<file path="config.mk">
export PLATFORM = sky130hd
export DESIGN_NAME = song_note_sequencer
export DESIGN_NICKNAME = d
export VERILOG_FILES = /design/src/rtl/song_pkg.sv /design/src/rtl/tone_divider.sv /design/src/rtl/song_note_sequencer.sv
export SDC_FILE = /design/constraint.sdc
export NUM_CORES = 1
export LEC_CHECK = 0
export CELL_PAD_IN_SITES_DETAIL_PLACEMENT = 0
export CELL_PAD_IN_SITES_GLOBAL_PLACEMENT = 1
export CORE_ASPECT_RATIO = 0.8
export CORE_MARGIN = 10
export CORE_UTILIZATION = 43
export CTS_BUF_LIST = sky130_fd_sc_hd__clkbuf_16
export CTS_CLUSTER_DIAMETER = 200
export DETAILED_ROUTE_END_ITERATION = 12
export MAX_ROUTING_LAYER = met4
export PLACE_DENSITY_LB_ADDON = 0.1
export SETUP_SLACK_MARGIN = 0.3
export SYNTH_ARGS = -nofsm -noshare
export SYNTH_HDL_FRONTEND = slang
export SYNTH_SLANG_ARGS = --single-unit
</file>
<file path="constraint.sdc">
create_clock -name clock -period 3 [get_ports clock]
set_input_delay 0.6 -clock clock [delete_from_list [all_inputs] [get_ports clock]]
set_output_delay 0.6 -clock clock [all_outputs]
set_load 0.01 [all_outputs]
</file>
<file path="src/rtl/song_pkg.sv">
// Shared definitions for the note-table sequencer: FSM states and
// the field layout of a 16-bit note word.
package song_pkg;

    typedef enum logic [2:0] {
        IDLE,
        FETCH,
        LATCH,
        PLAY,
        END,
        HOLD
    } state_e;

    localparam int unsigned DUR_MSB   = 15;
    localparam int unsigned DUR_LSB   = 10;
    localparam int unsigned PITCH_MSB = 9;
    localparam int unsigned PITCH_LSB = 0;

    localparam logic [5:0] DUR_END = 6'd0;

    function automatic logic [5:0] note_duration(input logic [15:0] word);
        return word[DUR_MSB:DUR_LSB];
    endfunction

    function automatic logic [9:0] note_pitch(input logic [15:0] word);
        return word[PITCH_MSB:PITCH_LSB];
    endfunction

endpackage

</file>
<file path="src/rtl/tone_divider.sv">
// Square-wave generator: toggles Tone every half_period clocks while enabled,
// holding Tone low whenever disabled or when the latched period is zero.
module tone_divider (
    input  logic        clock,
    input  logic        reset,
    input  logic        load,
    input  logic [15:0] half_period,
    input  logic        enable,
    output logic        Tone
);

    logic [15:0] period_q;
    logic [15:0] half_cnt_q;
    logic        tone_q;

    // NOTE: reset is synchronous, so it is the first branch of the clocked
    // block; all state updates use <= so every branch sees pre-edge values.
    always_ff @(posedge clock) begin
        if (reset) begin
            period_q   <= '0;
            half_cnt_q <= '0;
            tone_q     <= 1'b0;
        end else if (load) begin
            period_q   <= half_period;
            half_cnt_q <= half_period - 16'd1;
            tone_q     <= 1'b0;
        end else if (!enable) begin
            tone_q <= 1'b0;
        end else if (period_q != 16'd0) begin
            if (half_cnt_q == 16'd0) begin
                half_cnt_q <= period_q - 16'd1;
                tone_q     <= ~tone_q;
            end else begin
                half_cnt_q <= half_cnt_q - 16'd1;
            end
        end
    end

    assign Tone = tone_q;

endmodule

</file>
<file path="src/rtl/song_note_sequencer.sv">
// Walks a note table in data memory through port B and plays each note
// as a square wave for its duration; one FSM owns the pointer and timing.
module song_note_sequencer
    import song_pkg::*;
#(
    parameter logic [15:0] BASE_ADDR   = 16'h0100,
    parameter int unsigned MAX_NOTES   = 64,
    parameter int unsigned BEAT_CYCLES = 8,
    parameter int unsigned PITCH_SCALE = 1,
    parameter bit          LOOP        = 1'b0
) (
    input  logic        clock,
    input  logic        reset,
    input  logic        Song_Select,
    input  logic [15:0] data_b,
    output logic [15:0] Address_B,
    output logic        Tone,
    output logic        Playing,
    output logic        Song_Done
);

    localparam logic [15:0] LAST_ADDR = 16'(BASE_ADDR + MAX_NOTES - 1);
    localparam logic [15:0] BEAT16    = 16'(BEAT_CYCLES);
    localparam logic [15:0] PSCALE16  = 16'(PITCH_SCALE);

    state_e      state_q;
    logic [15:0] ptr_q;
    logic [15:0] dur_cnt_q;
    logic        playing_q;
    logic        done_q;

    logic [5:0]  data_dur;
    logic [9:0]  data_pitch;
    logic [15:0] dur_cycles;
    logic [15:0] half_period;
    logic        abort;
    logic        tone_load;
    logic        tone_en;

    assign data_dur    = note_duration(data_b);
    assign data_pitch  = note_pitch(data_b);
    assign dur_cycles  = 16'(data_dur) * BEAT16;
    assign half_period = 16'(data_pitch) * PSCALE16;

    assign abort     = !Song_Select && (state_q inside {FETCH, LATCH, PLAY});
    assign tone_load = (state_q == LATCH) && Song_Select && (data_dur != DUR_END);
    // Dropping enable on the last PLAY clock forces Tone low at note end.
    assign tone_en   = (state_q == PLAY) && Song_Select && (dur_cnt_q != 16'd0);

    always_ff @(posedge clock) begin
        if (reset) begin
            state_q   <= IDLE;
            ptr_q     <= BASE_ADDR;
            dur_cnt_q <= '0;
            playing_q <= 1'b0;
            done_q    <= 1'b0;
        end else if (abort) begin
            state_q   <= IDLE;
            ptr_q     <= BASE_ADDR;
            dur_cnt_q <= '0;
            playing_q <= 1'b0;
            done_q    <= 1'b0;
        end else begin
            done_q <= 1'b0;
            case (state_q)
                IDLE: begin
                    ptr_q <= BASE_ADDR;
                    if (Song_Select) begin
                        state_q   <= FETCH;
                        playing_q <= 1'b1;
                    end
                end
                FETCH: state_q <= LATCH;
                LATCH: begin
                    if (data_dur == DUR_END) begin
                        state_q   <= END;
                        playing_q <= 1'b0;
                        done_q    <= 1'b1;
                    end else begin
                        state_q   <= PLAY;
                        dur_cnt_q <= dur_cycles - 16'd1;
                    end
                end
                PLAY: begin
                    if (dur_cnt_q != 16'd0) begin
                        dur_cnt_q <= dur_cnt_q - 16'd1;
                    end else if (ptr_q == LAST_ADDR) begin
                        state_q   <= END;
                        playing_q <= 1'b0;
                        done_q    <= 1'b1;
                    end else begin
                        ptr_q   <= ptr_q + 16'd1;
                        state_q <= FETCH;
                    end
                end
                END: begin
                    ptr_q <= BASE_ADDR;
                    if (LOOP && Song_Select) begin
                        state_q   <= FETCH;
                        playing_q <= 1'b1;
                    end else begin
                        state_q <= HOLD;
                    end
                end
                HOLD: begin
                    if (!Song_Select) state_q <= IDLE;
                end
                default: state_q <= IDLE;
            endcase
        end
    end

    tone_divider u_tone (
        .clock       (clock),
        .reset       (reset),
        .load        (tone_load),
        .half_period (half_period),
        .enable      (tone_en),
        .Tone        (Tone)
    );

    assign Address_B = ptr_q;
    assign Playing   = playing_q;
    assign Song_Done = done_q;

endmodule

</file>
==> impl_metrics.json <==
{
  "place_congestion": 0.833,
  "die_w_um": 127,
  "power.leakage_nw": 1.80,
  "diodes": 0,
  "finalSetupViolations": 0,
  "clk_pin_slew_worst_paths_ps": 50,
  "cts_hold_buf": 0,
  "cp_data_arrival_time_ps": 2920,
  "vias": 4022,
  "start_util_pct": 44.0,
  "timing.rr.start": "u_tone.half_cnt_q[0]$_SDFFE_PP0P_",
  "cts.sinks": 64,
  "synthCells": 515,
  "pin_count": 38,
  "p_comb_share_pct": 36.5,
  "finalMaxSlewViolations": 0,
  "dp_slack_ps": 38.4,
  "grt_antenna_before_repair": 0,
  "overflow": 0,
  "drv_cap": 0,
  "fillCellCount": 870,
  "slowest_stage": "or4_4",
  "synth-seq-area-share_pct": 32.4,
  "postLayoutSetupSlackWorst_ps": 322,
  "ys.flop_type": "dfxtp_1",
  "netlist_area_um2": 3960,
  "reg2reg_slack_ps": 320,
  "skew_ps": 4.59,
  "power_density_nw_per_um2": 591,
  "intPower_mw": 1.88,
  "whs_endpoint": "u_tone.period_q[9]$_SDFFE_PP0N_",
  "core_area_um2": 9000,
  "hold_violations": 0,
  "tns_ps": 0,
  "crit_type": "register to register",
  "p_sw_share_pct": 35.3,
  "syn-num-nets": 544,
  "portBuffers": 37,
  "ys_seq_elements": 64,
  "cts_tree": "done",
  "r2r_cells": 9,
  "routed_via_density": 5.84,
  "synth.distinct_cells": 57,
  "crit_fanout": 4,
  "path_delay_family": "simple AND/OR/NAND/NOR gates",
  "grt_max_degree": 24,
  "rr_endpoint": "u_tone.half_cnt_q[13]$_SDFFE_PP0P_",
  "endpoint_kind": "register",
  "drtPass1Iterations": 5,
  "ant_nets": 0,
  "syn_avg_cell_area_um2": 7.68,
  "period_share_pct": 89.3,
  "final_cell_mix": "dfxtp_1 (62), nor2_1 (61), nand2_1 (57)",
  "switching_power_mw": 1.03,
  "drive_above_1_share_pct": 12.9,
  "drtIter0Drc": 319,
  "timing.critical_path.buf_inv": 2,
  "drc": 0,
  "numCtsBuffers": 9,
  "async_reset_ff_share_pct": 0,
  "synthToLayoutAreaGrowth_pct": 24.5,
  "die-height_um": 106,
  "nets": 600,
  "hold_class": "register to register",
  "status": "completed",
  "rsz0062_at_grt": "yes",
  "slew_headroom_pct": 40.7,
  "start_kind": "register",
  "required_ps": 3240,
  "cts_max_level": 3,
  "yosysWarnings": 0,
  "power.total_mw": 2.91,
  "worst_pin_slew_ps": 889,
  "power_frac_clock_pct": 30.5,
  "hold_start": "u_tone.period_q[9]$_SDFFE_PP0N_",
  "critPathMaxStageDelay_ps": 590,
  "period_needed_ps": 2680,
  "final_common_cell": "dfxtp_1",
  "synth_edf_count": 0,
  "dieArea_um2": 13500,
  "fmax_mhz": 373,
  "fp-row-count": 31,
  "clockBufferDepth": 2,
  "grt_util_all_layers_pct": 16.8,
  "hpwl_mm": 8.28,
  "clk_latency_ps": 330,
  "hold_depth": 2,
  "pwr-share-seq_pct": 33.0,
  "avgRoutedWirePerCell_um": 16.3,
  "grt_pass1_wl_mm": 18.2,
  "wl_mm": 11.2,
  "grt_pass1_vias": 3550,
  "peakVddDrop_uv": 483,
  "cts_root_buf": "clkbuf_16",
  "crit_chain": "inv_2 -> ha_1 -> or4b_4 -> or4_4 -> or3_4 -> a22oi_2 -> buf_4 -> a21oi_1 -> nor4_2"
}
## tightest hold or removal path: cells and delay by family (launching register included)
family	cells	cell delay, ps
DFF	1	300
AOI/OAI and AO/OA	1	50
and+or+nand+nor	1	50
## flip-flops by register name (all words and copies together) (netlist names)
name               count
Address_B             16
dur_cnt_q             16
Song_Done              1
Playing                1
u_tone.period_q       10
u_tone.Tone            1
u_tone.half_cnt_q     16
state_q                3
## area by class of cell
class / count / area (um2) / area share, %
Multi-Input combinational cell: 410 / 2560 / 52.0
Sequential cell: 64 / 1280 / 26.1
Timing Repair Buffer: 70 / 631 / 12.8
Clock buffer: 9 / 225 / 4.57
Tap cell: 115 / 144 / 2.92
Inverter: 16 / 60.1 / 1.22
Clock inverter: 5 / 18.8 / 0.381
## what timing repair did
action / in CTS / in global routing
pin swaps: 0 / 5
buffers inserted: 0 / 6
gates resized for setup: 1 / 11
gates cloned: 0 / 0
setup endpoints to repair: 1 / 22
## synthesized netlist by cell type, types with 5 or more instances
library cell / number / area [um2]
and3_1: 6 / 37.5
ha_1: 10 / 125
nand2_1: 58 / 218
nand3_1: 14 / 70.1
nor3_1: 31 / 155
a211oi_1: 11 / 82.6
or3_1: 7 / 43.8
a22oi_1: 13 / 97.6
nor2_1: 61 / 229
o31ai_1: 5 / 37.5
nor4_1: 18 / 113
nor3b_1: 5 / 37.5
nor4_2: 8 / 100
or4_1: 9 / 67.6
a21oi_1: 36 / 180
inv_1: 16 / 60.1
dfxtp_1: 64 / 1280
clkbuf_1: 21 / 78.8
xor2_1: 8 / 70.1
xnor2_1: 24 / 210
o21ai_0: 27 / 135
## worst max path at each step
| stage | end | slack, ps | depth (start not counted) | start |
|---|---|---|---|---|
| after floorplan | Address_B[12]$_SDFFE_PP0P_ | 480 | 8 | dur_cnt_q[0]$_SDFFE_PP0P_ |
| after global placement | dur_cnt_q[8]$_SDFFE_PP0P_ | 60 | 10 | data_b[10] |
| after detailed placement | u_tone.half_cnt_q[9]$_SDFFE_PP0P_ | 40 | 7 | data_b[12] |
| after CTS | u_tone.half_cnt_q[10]$_SDFFE_PP0P_ | 340 | 8 | u_tone.half_cnt_q[0]$_SDFFE_PP0P_ |
| after global routing | u_tone.half_cnt_q[10]$_SDFFE_PP0P_ | 180 | 8 | u_tone.half_cnt_q[0]$_SDFFE_PP0P_ |
| final | u_tone.half_cnt_q[13]$_SDFFE_PP0P_ | 320 | 9 | u_tone.half_cnt_q[0]$_SDFFE_PP0P_ |
## metal layers
| metal | track usage, % | wire length (um) |
|---|---|---|
| met1 | 24.8 | 5900 |
| met2 | 21.6 | 4570 |
| met3 | 4.06 | 642 |
| met4 | 4.79 | 127 |
| met5 | - | 0 |
## cells by family (layout without fill, tap and decap cells)
kind of cell	after synthesis	in the layout	share of synthesized area, %
buf+inv	41	100	4.02
compound gates	126	126	21.0
xor+xnor	32	32	7.08
mux	1	1	0.253
fa+ha+maj	10	10	3.16
flops	64	64	32.4
simple gates	241	241	32.1
## stage by stage
| step | area (um2) | hold slack, ps | utilization, % | instances |
|---|---|---|---|---|
| 4_1_cts | 4840 | 460 | 53.8 | 683 |
| 5_1_grt | 4930 | 504 | 54.7 | 689 |
| 3_3_place_gp | 4600 | 446 | 51.1 | 669 |
| 2_1_floorplan | 3960 | 436 | - | 515 |
| 3_5_place_dp | 4600 | 453 | 51.1 | 669 |
| 6_report | 4930 | 460 | 54.7 | 689 |
## power by group through the flow
stage,logic [mW],clock network [mW],registers [mW]
2_1_floorplan,0.705,0,0.955
3_3_place_gp,0.997,0,0.972
3_5_place_dp,0.996,0,0.973
4_1_cts,1.01,0.916,0.955
5_1_grt,1.17,0.948,0.967
6_report,1.06,0.888,0.959
Power figures use the tool's default switching activity.
